`config.mk`:
```
export PLATFORM = sky130hd
export DESIGN_NAME = lcd_id_reader_flat
export DESIGN_NICKNAME = d
export VERILOG_FILES = /design/src/rtl/lcd_id_reader_if.sv /design/src/rtl/lcd_id_reader.sv /design/src/flat_wrapper.sv
export SDC_FILE = /design/constraint.sdc
export NUM_CORES = 1
export LEC_CHECK = 0
export ABC_CLOCK_PERIOD_IN_PS = 4400
export BUFFER_PORTS_ARGS = -buffer_cell sky130_fd_sc_hd__buf_2
export CAP_MARGIN = 30
export CORE_UTILIZATION = 45
export CTS_BUF_LIST = sky130_fd_sc_hd__clkbuf_8 sky130_fd_sc_hd__clkbuf_16
export DETAILED_ROUTE_END_ITERATION = 10
export HOLD_SLACK_MARGIN = 0.08
export SYNTH_ARGS = -nofsm -noshare
export SYNTH_HDL_FRONTEND = slang
export SYNTH_SLANG_ARGS = --single-unit
```
`constraint.sdc`:
```
create_clock -name clk -period 4.4 [get_ports clk]
set_clock_uncertainty 0.1 [all_clocks]
set_input_delay 0.66 -clock clk [delete_from_list [all_inputs] [get_ports clk]]
set_output_delay 0.66 -clock clk [all_outputs]
set_load 0.02 [all_outputs]
```
`src/rtl/lcd_id_reader_if.sv`:
```
// Bus bundle between the panel-ID reader and its environment: RGB readback,
// rescan request, bus drive enable and the resolved panel ID.
interface lcd_id_reader_if;
  logic [23:0] lcd_rgb_in;
  logic        rescan;
  logic        lcd_rgb_oe;
  logic [15:0] id_lcd;
  logic        id_valid;
  logic        id_err;

  modport master (
    output lcd_rgb_in,
    output rescan,
    input  lcd_rgb_oe,
    input  id_lcd,
    input  id_valid,
    input  id_err
  );

  modport slave (
    input  lcd_rgb_in,
    input  rescan,
    output lcd_rgb_oe,
    output id_lcd,
    output id_valid,
    output id_err
  );
endinterface

```
`src/rtl/lcd_id_reader.sv`:
```
// Reads the panel strap pins M2/M1/M0 off the released RGB bus and reports a panel ID.
// Build option LCD_ID_MAJORITY_EN: resolve each ID bit by 2-of-3 vote instead of requiring identical samples.
module lcd_id_reader #(
  parameter logic [15:0] SETTLE_CYC  = 16'd5000,
  parameter logic [15:0] SAMPLE_GAP  = 16'd500,
  parameter logic [1:0]  SAMPLE_NUM  = 2'd3,
  parameter logic [1:0]  RETRY_MAX   = 2'd3,
  parameter logic [15:0] FALLBACK_ID = 16'd1
) (
  input  logic           clk,
  input  logic           rst_n,
  lcd_id_reader_if.slave bus
);

  localparam logic [2:0] ST_RELEASE = 3'd0;
  localparam logic [2:0] ST_SETTLE  = 3'd1;
  localparam logic [2:0] ST_SAMPLE  = 3'd2;
  localparam logic [2:0] ST_GAP     = 3'd3;
  localparam logic [2:0] ST_CHECK   = 3'd4;
  localparam logic [2:0] ST_DONE    = 3'd5;

`ifdef LCD_ID_MAJORITY_EN
  localparam logic [15:0] N_SMP = 16'd3;
`else
  localparam logic [15:0] N_SMP = (SAMPLE_NUM < 2'd2) ? 16'd2 : {14'd0, SAMPLE_NUM};
`endif

  function automatic logic [15:0] sat_inc(input logic [15:0] v);
    return (v == 16'hFFFF) ? v : v + 16'd1;
  endfunction

  logic [2:0]  pin_raw;
  logic [2:0]  sync1_reg, sync2_reg;
  logic [2:0]  state_reg, state_next;
  logic [15:0] wait_cnt_reg, wait_cnt_next;
  logic [15:0] idx_reg, idx_next;
  logic [15:0] retry_reg, retry_next;
  logic [15:0] id_lcd_reg, id_lcd_next;
  logic        id_valid_reg, id_valid_next;
  logic        id_err_reg, id_err_next;
  logic        oe_reg, oe_next;
  logic [8:0]  slot_flat;
  logic [2:0]  s0, s1, s2, code;
  logic        agree, code_ok, settle_done, gap_done;

  assign pin_raw = {bus.lcd_rgb_in[23], bus.lcd_rgb_in[15], bus.lcd_rgb_in[7]};

  // Strap pins are asynchronous to clk; only sync2_reg is ever consumed.
  always_ff @(posedge clk or negedge rst_n) begin
    if (!rst_n) begin
      sync1_reg <= 3'd0;
      sync2_reg <= 3'd0;
    end else begin
      sync1_reg <= pin_raw;
      sync2_reg <= sync1_reg;
    end
  end

  genvar gi;
  generate
    for (gi = 0; gi < 3; gi++) begin : g_slot
      logic [2:0] q_reg;
      always_ff @(posedge clk or negedge rst_n) begin
        if (!rst_n)
          q_reg <= 3'd0;
        else if (state_reg == ST_SAMPLE && idx_reg == 16'(gi))
          q_reg <= sync2_reg;
      end
      assign slot_flat[gi*3 +: 3] = q_reg;
    end
  endgenerate

  assign s0 = slot_flat[2:0];
  assign s1 = slot_flat[5:3];
  assign s2 = slot_flat[8:6];

  generate
    for (gi = 0; gi < 3; gi++) begin : g_vote
`ifdef LCD_ID_MAJORITY_EN
      assign code[gi] = (s0[gi] & s1[gi]) | (s0[gi] & s2[gi]) | (s1[gi] & s2[gi]);
`else
      assign code[gi] = s0[gi];
`endif
    end
  endgenerate

`ifdef LCD_ID_MAJORITY_EN
  assign agree = 1'b1;
`else
  assign agree = (s0 == s1) && ((N_SMP < 16'd3) || (s2 == s0));
`endif

  // Codes 3, 6 and 7 do not correspond to any supported panel class.
  assign code_ok     = agree && (code != 3'd3) && (code != 3'd6) && (code != 3'd7);
  assign settle_done = ({1'b0, wait_cnt_reg} + 17'd1) >= {1'b0, SETTLE_CYC};
  assign gap_done    = ({1'b0, wait_cnt_reg} + 17'd1) >= {1'b0, SAMPLE_GAP};

  always_comb begin
    state_next    = state_reg;
    wait_cnt_next = wait_cnt_reg;
    idx_next      = idx_reg;
    retry_next    = retry_reg;
    id_lcd_next   = id_lcd_reg;
    id_valid_next = id_valid_reg;
    id_err_next   = id_err_reg;
    oe_next       = oe_reg;
    // A rescan while already releasing would only repeat RELEASE, so it is dropped.
    if (bus.rescan && state_reg != ST_RELEASE) begin
      state_next    = ST_RELEASE;
      id_valid_next = 1'b0;
      oe_next       = 1'b0;
      retry_next    = 16'd0;
    end else begin
      case (state_reg)
        ST_RELEASE: begin
          oe_next       = 1'b0;
          idx_next      = 16'd0;
          wait_cnt_next = 16'd0;
          state_next    = ST_SETTLE;
        end
        ST_SETTLE: begin
          if (settle_done) begin
            wait_cnt_next = 16'd0;
            state_next    = ST_SAMPLE;
          end else begin
            wait_cnt_next = sat_inc(wait_cnt_reg);
          end
        end
        ST_SAMPLE: begin
          if (idx_reg < N_SMP - 16'd1) begin
            idx_next      = sat_inc(idx_reg);
            wait_cnt_next = 16'd0;
            state_next    = ST_GAP;
          end else begin
            state_next = ST_CHECK;
          end
        end
        ST_GAP: begin
          if (gap_done) begin
            wait_cnt_next = 16'd0;
            state_next    = ST_SAMPLE;
          end else begin
            wait_cnt_next = sat_inc(wait_cnt_reg);
          end
        end
        ST_CHECK: begin
          if (code_ok) begin
            id_lcd_next   = {13'd0, code};
            id_err_next   = 1'b0;
            id_valid_next = 1'b1;
            oe_next       = 1'b1;
            state_next    = ST_DONE;
          end else if (retry_reg < {14'd0, RETRY_MAX}) begin
            retry_next = sat_inc(retry_reg);
            state_next = ST_RELEASE;
          end else begin
            id_lcd_next   = FALLBACK_ID;
            id_err_next   = 1'b1;
            id_valid_next = 1'b1;
            oe_next       = 1'b1;
            state_next    = ST_DONE;
          end
        end
        ST_DONE: begin
          state_next = ST_DONE;
        end
        default: begin
          state_next = ST_RELEASE;
        end
      endcase
    end
  end

  always_ff @(posedge clk or negedge rst_n) begin
    if (!rst_n) begin
      state_reg    <= ST_RELEASE;
      wait_cnt_reg <= 16'd0;
      idx_reg      <= 16'd0;
      retry_reg    <= 16'd0;
      id_lcd_reg   <= FALLBACK_ID;
      id_valid_reg <= 1'b0;
      id_err_reg   <= 1'b0;
      oe_reg       <= 1'b0;
    end else begin
      state_reg    <= state_next;
      wait_cnt_reg <= wait_cnt_next;
      idx_reg      <= idx_next;
      retry_reg    <= retry_next;
      id_lcd_reg   <= id_lcd_next;
      id_valid_reg <= id_valid_next;
      id_err_reg   <= id_err_next;
      oe_reg       <= oe_next;
    end
  end

  assign bus.lcd_rgb_oe = oe_reg;
  assign bus.id_lcd     = id_lcd_reg;
  assign bus.id_valid   = id_valid_reg;
  assign bus.id_err     = id_err_reg;

endmodule
```
`src/flat_wrapper.sv`:
```
// flat-port wrapper written by rule: the top's interface ports become plain ports
module lcd_id_reader_flat 
#(
  parameter logic [15:0] SETTLE_CYC  = 16'd5000,
  parameter logic [15:0] SAMPLE_GAP  = 16'd500,
  parameter logic [1:0]  SAMPLE_NUM  = 2'd3,
  parameter logic [1:0]  RETRY_MAX   = 2'd3,
  parameter logic [15:0] FALLBACK_ID = 16'd1
)
  (clk, rst_n, bus_lcd_rgb_in, bus_rescan, bus_lcd_rgb_oe, bus_id_lcd, bus_id_valid, bus_id_err);
  lcd_id_reader_if bus_i ();
  input  logic clk;
  input  logic rst_n;
  input wire logic [$bits(bus_i.lcd_rgb_in)-1:0] bus_lcd_rgb_in;
  input wire logic [$bits(bus_i.rescan)-1:0] bus_rescan;
  output wire logic [$bits(bus_i.lcd_rgb_oe)-1:0] bus_lcd_rgb_oe;
  output wire logic [$bits(bus_i.id_lcd)-1:0] bus_id_lcd;
  output wire logic [$bits(bus_i.id_valid)-1:0] bus_id_valid;
  output wire logic [$bits(bus_i.id_err)-1:0] bus_id_err;
  assign bus_i.lcd_rgb_in = bus_lcd_rgb_in;
  assign bus_i.rescan = bus_rescan;
  assign bus_lcd_rgb_oe = bus_i.lcd_rgb_oe;
  assign bus_id_lcd = bus_i.id_lcd;
  assign bus_id_valid = bus_i.id_valid;
  assign bus_id_err = bus_i.id_err;
  lcd_id_reader #(.SETTLE_CYC(SETTLE_CYC), .SAMPLE_GAP(SAMPLE_GAP), .SAMPLE_NUM(SAMPLE_NUM), .RETRY_MAX(RETRY_MAX), .FALLBACK_ID(FALLBACK_ID)) u_core (.clk(clk), .rst_n(rst_n), .bus(bus_i));
endmodule
```
==> results.md, run 1 <==
- Synthesized area: 3710 um^2
- H-tree depth: 3
- RSZ-0062 raised after global routing: false
- Clock transition at path regs: 80 ps
- Critical-path cell with the highest stage delay: dfrtp_1
- CTS Sinks: 72
- # IOs: 46
- Req. time, crit path: 4540 ps
- Total power: 1.74 mW
- Vias per inst: 5.51
- Final setup violation count: 0
- Sequential share of the synthesized area: 48.6%
- Hold/Removal Path Class: in2async
- Hold Slack: 215 ps
- Critical path cell sequence: ha_1, and3_4, nand4_1, nor4_1, a211oi_2, o311ai_4, nand3_2, a32o_1
- Leakage: 1.86 nW
- Wirelength per Cell: 14.9 um
- Placed Area: 3770 um^2
- Largest net degree at the start of global routing: 46
- Total CTS buffers: 9
- Yosys cell types: 68
- R2R setup slack: 1320 ps
- Post-CTS Resized: 0
- Vias in the first global route: 2362
- Clock root cell: clkbuf_8
- TritonCTS clock tree: done
- Arr. time, crit path: 3210 ps
- Initial Utilization: 47.3%
- Antenna Cells: 0
- CP Max Fanout: 10
- Pwr Density: 437 nW/um^2
- Port Buffers: 11
- DRT antenna net count: 0
- Delay-heaviest family, CP: simple AND/OR/NAND/NOR gates
- Design area: 3980 um^2
- First-pass GRT wire length: 11900 um
- Post-CTS setup buffer count: 0
- Fmax: 0.325 GHz
- Hold buffers post-CTS: 0
- Total number of vias: 2534
- MaxCap Viol Count: 0
- R2R Path End: u_core.wait_cnt_reg[5]
- Final hold vios: 0
- Top FF cell, synth: dfrtp_1
- Hpwl dp: 4740 um
- Setup WS pre-CTS: 1390 ps
- Outcome: finished, final reports clean
- Area of the die: 8610 um^2
- DP Cell Count: 444
- Worst setup path startpoint: u_core.wait_cnt_reg[0]
- Slew of the pin with the lowest slew margin: 872 ps
- Syn-to-layout area delta: 7.25%
- Final Instance Count excl. Fillers: 460
- Asr flop ratio synth: 100%
- Nets@finish: 388
- CP peak stage delay: 500 ps
- Type of origin of the critical path: flip-flop
- Clock tree buffer depth: 2
- Remaining DRCs: 0
- IR Drop Worst-Case VDD: 234 uV
- EDFF count, synth: 0
- Ratio of cells with drive above 1 in the final layout: 17.3%
- Seq cells post-synth: 72
- Critical path capture point type: flip-flop
- 1st-iter DRT viols: 151
- Die Span Y: 92.8 um
- Placer Congestion: 0.808
- Synth Warn #: 0
- Headroom to the max-slew limit: 41.4%
- GR Util All Layers: 17.9%
- Core Box Area: 7850 um^2
- R2R cell count: 8
- Fin crit share: 70.0%
- Slew Viols, Final: 0
- Remaining global-route overflow: 0
- Post-Route WL: 6870 um
- Post-layout util: 50.7%
- Cell count after synthesis: 345
- CP Class: reg2reg
- Sum Neg Setup Slack: 0 ps
- Worst-Skew Late Latency: 340 ps
- CP bufs+invs: 0
- TritonRoute pass-1 iters: 4
- Syn avg cell area: 10.7 um^2
- Fin crit period: 3080 ps
- Width of the die: 92.8 um
- # fillers: 731
- Final setup margin: 1320 ps
- Reg2reg start: u_core.wait_cnt_reg[0]
- Initial antenna violation count: 0
- Cell Rows: 32
## worst max-delay path by stage
stage                         endpoint  slack [ps]  cells past startpoint
2_1_floorplan  u_core.wait_cnt_reg[11]        1910                      9
3_3_place_gp    u_core.wait_cnt_reg[5]        1450                      8
3_5_place_dp    u_core.wait_cnt_reg[5]        1390                      8
4_1_cts         u_core.wait_cnt_reg[5]        1340                      8
5_1_grt         u_core.wait_cnt_reg[5]        1080                      8
6_report        u_core.wait_cnt_reg[5]        1320                      8
## cell usage after synthesis, types with 7 or more instances
library cell	number	area, um^2
buf_4	16	120
a21oi_1	9	45.0
nand3_1	9	45.0
clkbuf_1	7	26.3
nor3_1	9	45.0
nor4_1	9	56.3
o21ai_0	7	35.0
dfrtp_1	71	1780
nor2_1	18	67.6
and2_1	30	188
nand2_1	27	101
nand4_1	9	56.3
o21a_1	8	60.1
ha_1	8	100
mux2_2	12	135
## cell families (layout without fill, tap and decap cells)
logic type / after synthesis / in the layout / share of synthesized area (%)
multiplexers: 14 / 14 / 4.18
adder cells (fa/ha/maj): 8 / 8 / 2.70
AO/OA/AOI/OAI: 65 / 65 / 14.6
other: 1 / 13 / 0.101
flip-flops: 72 / 72 / 48.6
buffers and inverters: 33 / 34 / 5.30
XOR/XNOR: 4 / 4 / 0.945
AND/OR/NAND/NOR: 148 / 148 / 23.5
## cell usage in the layout, fill, tap and decap left out, types with 3 or more instances in the layout
cell type / netlist / final
dfrtp_1: 71 / 71
and2_1: 30 / 30
nand2_1: 27 / 27
nor2_1: 18 / 18
conb_1: 1 / 13
mux2_2: 12 / 12
buf_2: 3 / 11
nand4_1: 9 / 9
nand3_1: 9 / 9
nor3_1: 9 / 9
nor4_1: 9 / 9
a21oi_1: 9 / 9
clkbuf_8: 0 / 9
o21a_1: 8 / 8
ha_1: 8 / 8
o21ai_0: 7 / 7
inv_1: 5 / 5
nand2b_1: 5 / 5
a22o_1: 5 / 5
a21o_1: 5 / 5
o31ai_1: 4 / 4
or4_1: 3 / 3
or3_1: 3 / 3
and3_1: 3 / 3
xnor2_1: 3 / 3
nand3_2: 3 / 3
a31oi_1: 3 / 3
a32o_1: 3 / 3
## where the power goes
group | leakage [nW] | internal, mW | switching, mW | total, mW
registers | 0.971 | 0.731 | 0.0792 | 0.810
logic | 0.784 | 0.150 | 0.247 | 0.396
clock network | 0.102 | 0.268 | 0.263 | 0.531
total | 1.86 | 1.15 | 0.589 | 1.74
## layout make-up
type                       instances  area (um^2)  share of cell area (%)
sequential                        72         1800                    45.3
multi-input combinational        252         1750                    44.1
tap                              102          128                    3.21
clock buffer                       9          124                    3.11
clock inverter                     7         80.1                    2.01
timing repair buffer              13         70.1                    1.76
inverter                           5         18.8                   0.472
## layer usage
layer	track usage, %	wire length [um]	up-vias
met5	0	0	-
li1	-	-	1242
met2	26.1	3030	59
met3	5.17	298	9
met1	26.1	3470	1224
met4	4.23	75	0
No activity file was read; power rests on OpenSTA's default activity.
==> run 2, diff against run 1 <==
ABC_CLOCK_PERIOD_IN_PS = 2700   (was 4400)
PLACE_DENSITY = 0.67   (was not set)
clock period = 2.7 ns   (was 4.4 ns; I/O delays follow)
==> results.md, run 2 (synthesized netlist as in run 1, its figures left out) <==
- Post-Route WL: 7250 um
- DRT antenna net count: 0
- MaxCap Viol Count: 0
- IR Drop Worst-Case VDD: 329 uV
- # fillers: 701
- Port Buffers: 11
- Critical path capture point type: flip-flop
- Hold Slack: 198 ps
- 1st-iter DRT viols: 133
- CP peak stage delay: 390 ps
- P_sw: 0.935 mW
- Worst-Skew Late Latency: 340 ps
- Wirelength per Cell: 15.1 um
- Hpwl dp: 4980 um
- Vias in the first global route: 2622
- Antenna Cells: 0
- Slew Viols, Final: 0
- Req. time, crit path: 2830 ps
- Clock tree buffer depth: 2
- Ratio of cells with drive above 1 in the final layout: 22.5%
- Sequential share of power: 43.3%
- Initial Utilization: 47.3%
- Initial antenna violation count: 0
- First-pass GRT wire length: 12600 um
- Syn-to-layout area delta: 12.8%
- CTS Sinks: 72
- Final setup violation count: 0
- Critical-path cell with the highest stage delay: o311a_4
- Hold/Removal Path Class: in2reg
- Slew of the pin with the lowest slew margin: 781 ps
- Final hold vios: 0
- Clock root cell: clkbuf_8
- Largest net degree at the start of global routing: 33
- Fin crit share: 95.0%
- P_int: 2.03 mW
- RSZ-0062 raised after global routing: false
- Total power: 2.97 mW
- Total number of vias: 2675
- Post-layout util: 53.3%
- Outcome: finished, final reports clean
- H-tree depth: 3
- Core Box Area: 7850 um^2
- Leakage: 1.96 nW
- TritonRoute pass-1 iters: 4
- Remaining global-route overflow: 0
- Most common cell after layout, fill and taps aside: dfrtp_1
- # IOs: 46
- R2R setup slack: 140 ps
- Type of origin of the critical path: flip-flop
- Cell Rows: 32
- Nets@finish: 407
- Headroom to the max-slew limit: 47.5%
- GR Util All Layers: 18.7%
- Clk network pwr share: 31.1%
- Placer Congestion: 0.846
- Total CTS buffers: 9
- Area of the die: 8610 um^2
- Fin crit period: 2560 ps
- CP Class: reg2reg
- Arr. time, crit path: 2690 ps
- Die Span Y: 92.8 um
- Clock transition at path regs: 80 ps
- Remaining DRCs: 0
- Width of the die: 92.8 um
- CP Max Fanout: 8
- Sw Ratio: 31.5%
- Vias per inst: 5.58
- Combinational fraction of design power: 25.6%
- TritonCTS clock tree: done
- Most frequent cells in the layout: 69 x dfrtp_1, 30 x and2_1, 27 x nand2_1
- Pwr Density: 709 nW/um^2
- Critical path cell sequence: ha_2, and3_4, nand2_4, o311a_4, nand4b_2, o2111ai_4, nand3_2, a32o_1
- Fmax: 0.390 GHz
-- run 2: cell types whose count changed in the layout (fill, tap and decap cells not counted), sizes merged --
cell / previous run / this run
clkinvlp: 1 / 0
buf: 13 / 28
dlygate4sd3: 0 / 4
clkbuf: 9 / 10
bufinv: 1 / 2
clkinv: 3 / 2
-- run 2: worst paths after layout --
path	startpoint	cells past startpoint	to
min in group asynchronous	rst_n	2	u_core.code[2]
max in group asynchronous	rst_n	3	u_core.wait_cnt_reg[4]
worst min register to register	u_core.sync1_reg[1]	0	u_core.sync2_reg[1]
worst min-delay path	bus_rescan	2	u_core.bus.lcd_rgb_oe
worst max register to register	u_core.wait_cnt_reg[0]	8	u_core.wait_cnt_reg[5]
worst max-delay path	u_core.wait_cnt_reg[0]	8	u_core.wait_cnt_reg[5]
-- run 2: stage by stage --
stage / setup WS [ps] / area, um^2 / instances / setup TNS (ps)
2_1_floorplan: 209 / 3750 / 357 / 0
3_3_place_gp: 55.5 / 3860 / 456 / 0
3_5_place_dp: -15.7 / 3860 / 456 / -15.7
4_1_cts: 69.9 / 4140 / 478 / 0
5_1_grt: 7.53 / 4180 / 479 / 0
6_report: 136 / 4180 / 479 / 0
-- run 2: metal layers --
metal / GRT usage (%) / wire length, um / vias up
li1: - / - / 1289
met4: 9.23 / 197 / 0
met5: 0 / 0 / -
met2: 28.2 / 3320 / 53
met3: 3.69 / 289 / 21
met1: 25.7 / 3440 / 1312
-- run 2: cell type report --
type,instances,area [um^2],share of cell area [%]
well taps,102,128,3.05
clock inverters,6,77.6,1.85
flip-flops and latches,72,1810,43.2
repair buffers,32,223,5.32
clock buffers,10,138,3.29
inverters,5,18.8,0.449
multi-input cells,252,1790,42.9
-- run 2: worst max-delay path: cells and delay by family (launching register included) --
family	cells	cell delay [ps]
compound gates	3	940
simple gates	4	790
flops	1	360
fa+ha+maj	1	270
-- run 2: power groups by stage --
| stage | Clock (mW) | Sequential, mW | Combinational (mW) |
|---|---|---|---|
| final | 0.924 | 1.28 | 0.759 |
| after global routing | 0.991 | 1.30 | 0.855 |
| after CTS | 0.943 | 1.28 | 0.754 |
| after detailed placement | 0 | 1.30 | 0.729 |
| after global placement | 0 | 1.30 | 0.714 |
| after floorplan | 0 | 1.29 | 0.522 |
-- run 2: what timing repair did --
| action | CTS | global route |
|---|---|---|
| pin swaps | 2 | 2 |
| hold buffers | 4 | 0 |
| buffers inserted | 2 | 1 |
| setup endpoints to repair | 2 | 14 |
| resized for setup | 2 | 8 |
| hold endpoints to repair | 29 | 0 |
==> run 3, diff against run 2 <==
CELL_PAD_IN_SITES_DETAIL_PLACEMENT = 1   (was not set)
CELL_PAD_IN_SITES_GLOBAL_PLACEMENT = 2   (was not set)
CORE_UTILIZATION = 34   (was 45)
PLACE_DENSITY = not set   (was 0.67)
PLACE_DENSITY_LB_ADDON = 0.1   (was not set)
==> results.md, run 3 (synthesized netlist as in run 1, its figures left out) <==
- Wirelength per Cell: 16.4 um
- TritonCTS clock tree: done
- Sum Neg Setup Slack: 0 ps
- Syn-to-layout area delta: 13.5%
- Cell Rows: 37
- Register Area: 1800 um^2
- Vias in the first global route: 2777
- Area of the multi-input gates: 1770 um^2
- Clock tree buffer depth: 2
- Hold depth: 2
- Final hold vios: 0
- Total number of vias: 2727
- Area of the die: 11300 um^2
- Combinational fraction of design power: 28.6%
- Worst setup path startpoint: u_core.wait_cnt_reg[1]
- CP Class: reg2reg
- Most common cell after layout, fill and taps aside: dfrtp_1
- CTS Sinks: 72
- CP Max Fanout: 7
- Core Box Area: 10500 um^2
- Clock root cell: clkbuf_8
- # fillers: 1208
- Hold/Removal Path Class: in2reg
- Req. time, crit path: 2850 ps
- Pwr Density: 679 nW/um^2
- Die Span Y: 106 um
- Post-Route WL: 8460 um
- 1st-iter DRT viols: 118
- Antenna Cells: 0
- TritonRoute pass-1 iters: 4
- DRT antenna net count: 0
- Worst-Skew Late Latency: 360 ps
- Nets@finish: 411
- Hold Slack: 176 ps
- Total CTS buffers: 9
- Outcome: finished, final reports clean
- Initial antenna violation count: 0
- Placer Congestion: 0.754
- Final setup margin: 133 ps
- Setup WS pre-CTS: 54.1 ps
- Ratio of cells with drive above 1 in the final layout: 22.0%
- Critical Path Sink: u_core.wait_cnt_reg[5]
- Most frequent cells in the layout: 70 x dfrtp_1, 30 x and2_1, 27 x nand2_1
- GR Util All Layers: 16.5%
- P_int: 1.85 mW
- Port Buffers: 11
- Final setup violation count: 0
- Type of origin of the critical path: flip-flop
- Slew of the pin with the lowest slew margin: 505 ps
- Clock transition at path regs: 80 ps
- Hpwl dp: 5900 um
- Arr. time, crit path: 2720 ps
- # IOs: 46
- Sw Ratio: 35.2%
- Width of the die: 106 um
- P_sw: 1.01 mW
- Fin crit period: 2570 ps
- R2R cell count: 8
- Initial Utilization: 35.4%
- Remaining global-route overflow: 0
- Slew Viols, Final: 0
- Fin crit share: 95.1%
- H-tree depth: 3
- Largest net degree at the start of global routing: 73
- Sequential share of power: 45.0%
- R2R Path End: u_core.wait_cnt_reg[5]
- Reg2reg start: u_core.wait_cnt_reg[1]
- First-pass GRT wire length: 14400 um
- IR Drop Worst-Case VDD: 420 uV
- Vias per inst: 5.27
- Clk network pwr share: 26.4%
- Remaining DRCs: 0
- R2R setup slack: 130 ps
- Critical path capture point type: flip-flop
- Fmax: 0.389 GHz
- Leakage: 1.97 nW
- RSZ-0062 raised after global routing: false
- MaxCap Viol Count: 0
- Headroom to the max-slew limit: 65.8%
## run 3: changes by cell type in the layout (fill, tap and decap cells not counted), sizes merged
| cell | change |
|---|---|
| buf | +4 |
| bufinv | -2 |
| clkbuf | -1 |
| clkinv | +1 |
| clkinvlp | +2 |
## run 3: area by class of cell
| type | instances | area share [%] |
|---|---|---|
| clock inverters | 7 | 0.981 |
| inverters | 5 | 0.446 |
| clock buffers | 9 | 2.94 |
| well taps | 136 | 4.04 |
| multi-input cells | 252 | 42.2 |
| repair buffers | 36 | 6.54 |
| flip-flops and latches | 72 | 42.9 |
## run 3: worst min-delay path by stage
| stage | startpoint | endpoint | slack [ps] |
|---|---|---|---|
| floorplan | rst_n | u_core.bus.id_err | 9 |
| global placement | u_core.sync1_reg[1] | u_core.sync2_reg[1] | 230 |
| detailed placement | u_core.sync1_reg[1] | u_core.sync2_reg[1] | 240 |
| CTS | rst_n | u_core.code[0] | 100 |
| global route | bus_rescan | u_core.bus.lcd_rgb_oe | 180 |
| finish | bus_rescan | u_core.bus.lcd_rgb_oe | 180 |
## run 3: critical path, stage by stage (launching register included)
cell	delay (ps)
dfrtp_1	390
buf_4	160
nand4_1	250
a21oi_1	120
nor4bb_1	390
a211oi_2	110
o311ai_4	420
nand3_2	230
a32o_1	290
## run 3: power by group through the flow
stage / registers (mW) / clock network (mW) / logic [mW]
after floorplan: 1.29 / 0 / 0.522
after global placement: 1.30 / 0 / 0.811
after detailed placement: 1.31 / 0 / 0.820
after CTS: 1.29 / 0.796 / 0.829
after global routing: 1.30 / 0.827 / 0.921
final: 1.29 / 0.755 / 0.818
## run 3: what timing repair did
item	4_1_cts	5_1_grt
endpoints found under the setup margin	0	11
endpoints found under the hold margin	3	10
setup buffers	0	0
hold buffers	3	1
resized for setup	0	5
## run 3: layer usage
layer | GRT usage [%] | up-vias | share of wire (%)
li1 | - | 1283 | -
met1 | 21.2 | 1387 | 47
met2 | 26.8 | 45 | 48
met3 | 5.33 | 12 | 4.0
met4 | 4.50 | 0 | 1.3
met5 | 0 | - | 0
## run 3: metrics by stage
stage / instance area, um^2 / cells / utilization [%] / total power [mW]
after floorplan: 3750 / 357 / - / 1.82
after global placement: 3950 / 496 / 37.8 / 2.11
after detailed placement: 3950 / 496 / 37.8 / 2.13
after CTS: 4150 / 515 / 39.7 / 2.91
after global routing: 4210 / 517 / 40.2 / 3.05
final: 4210 / 517 / 40.2 / 2.86
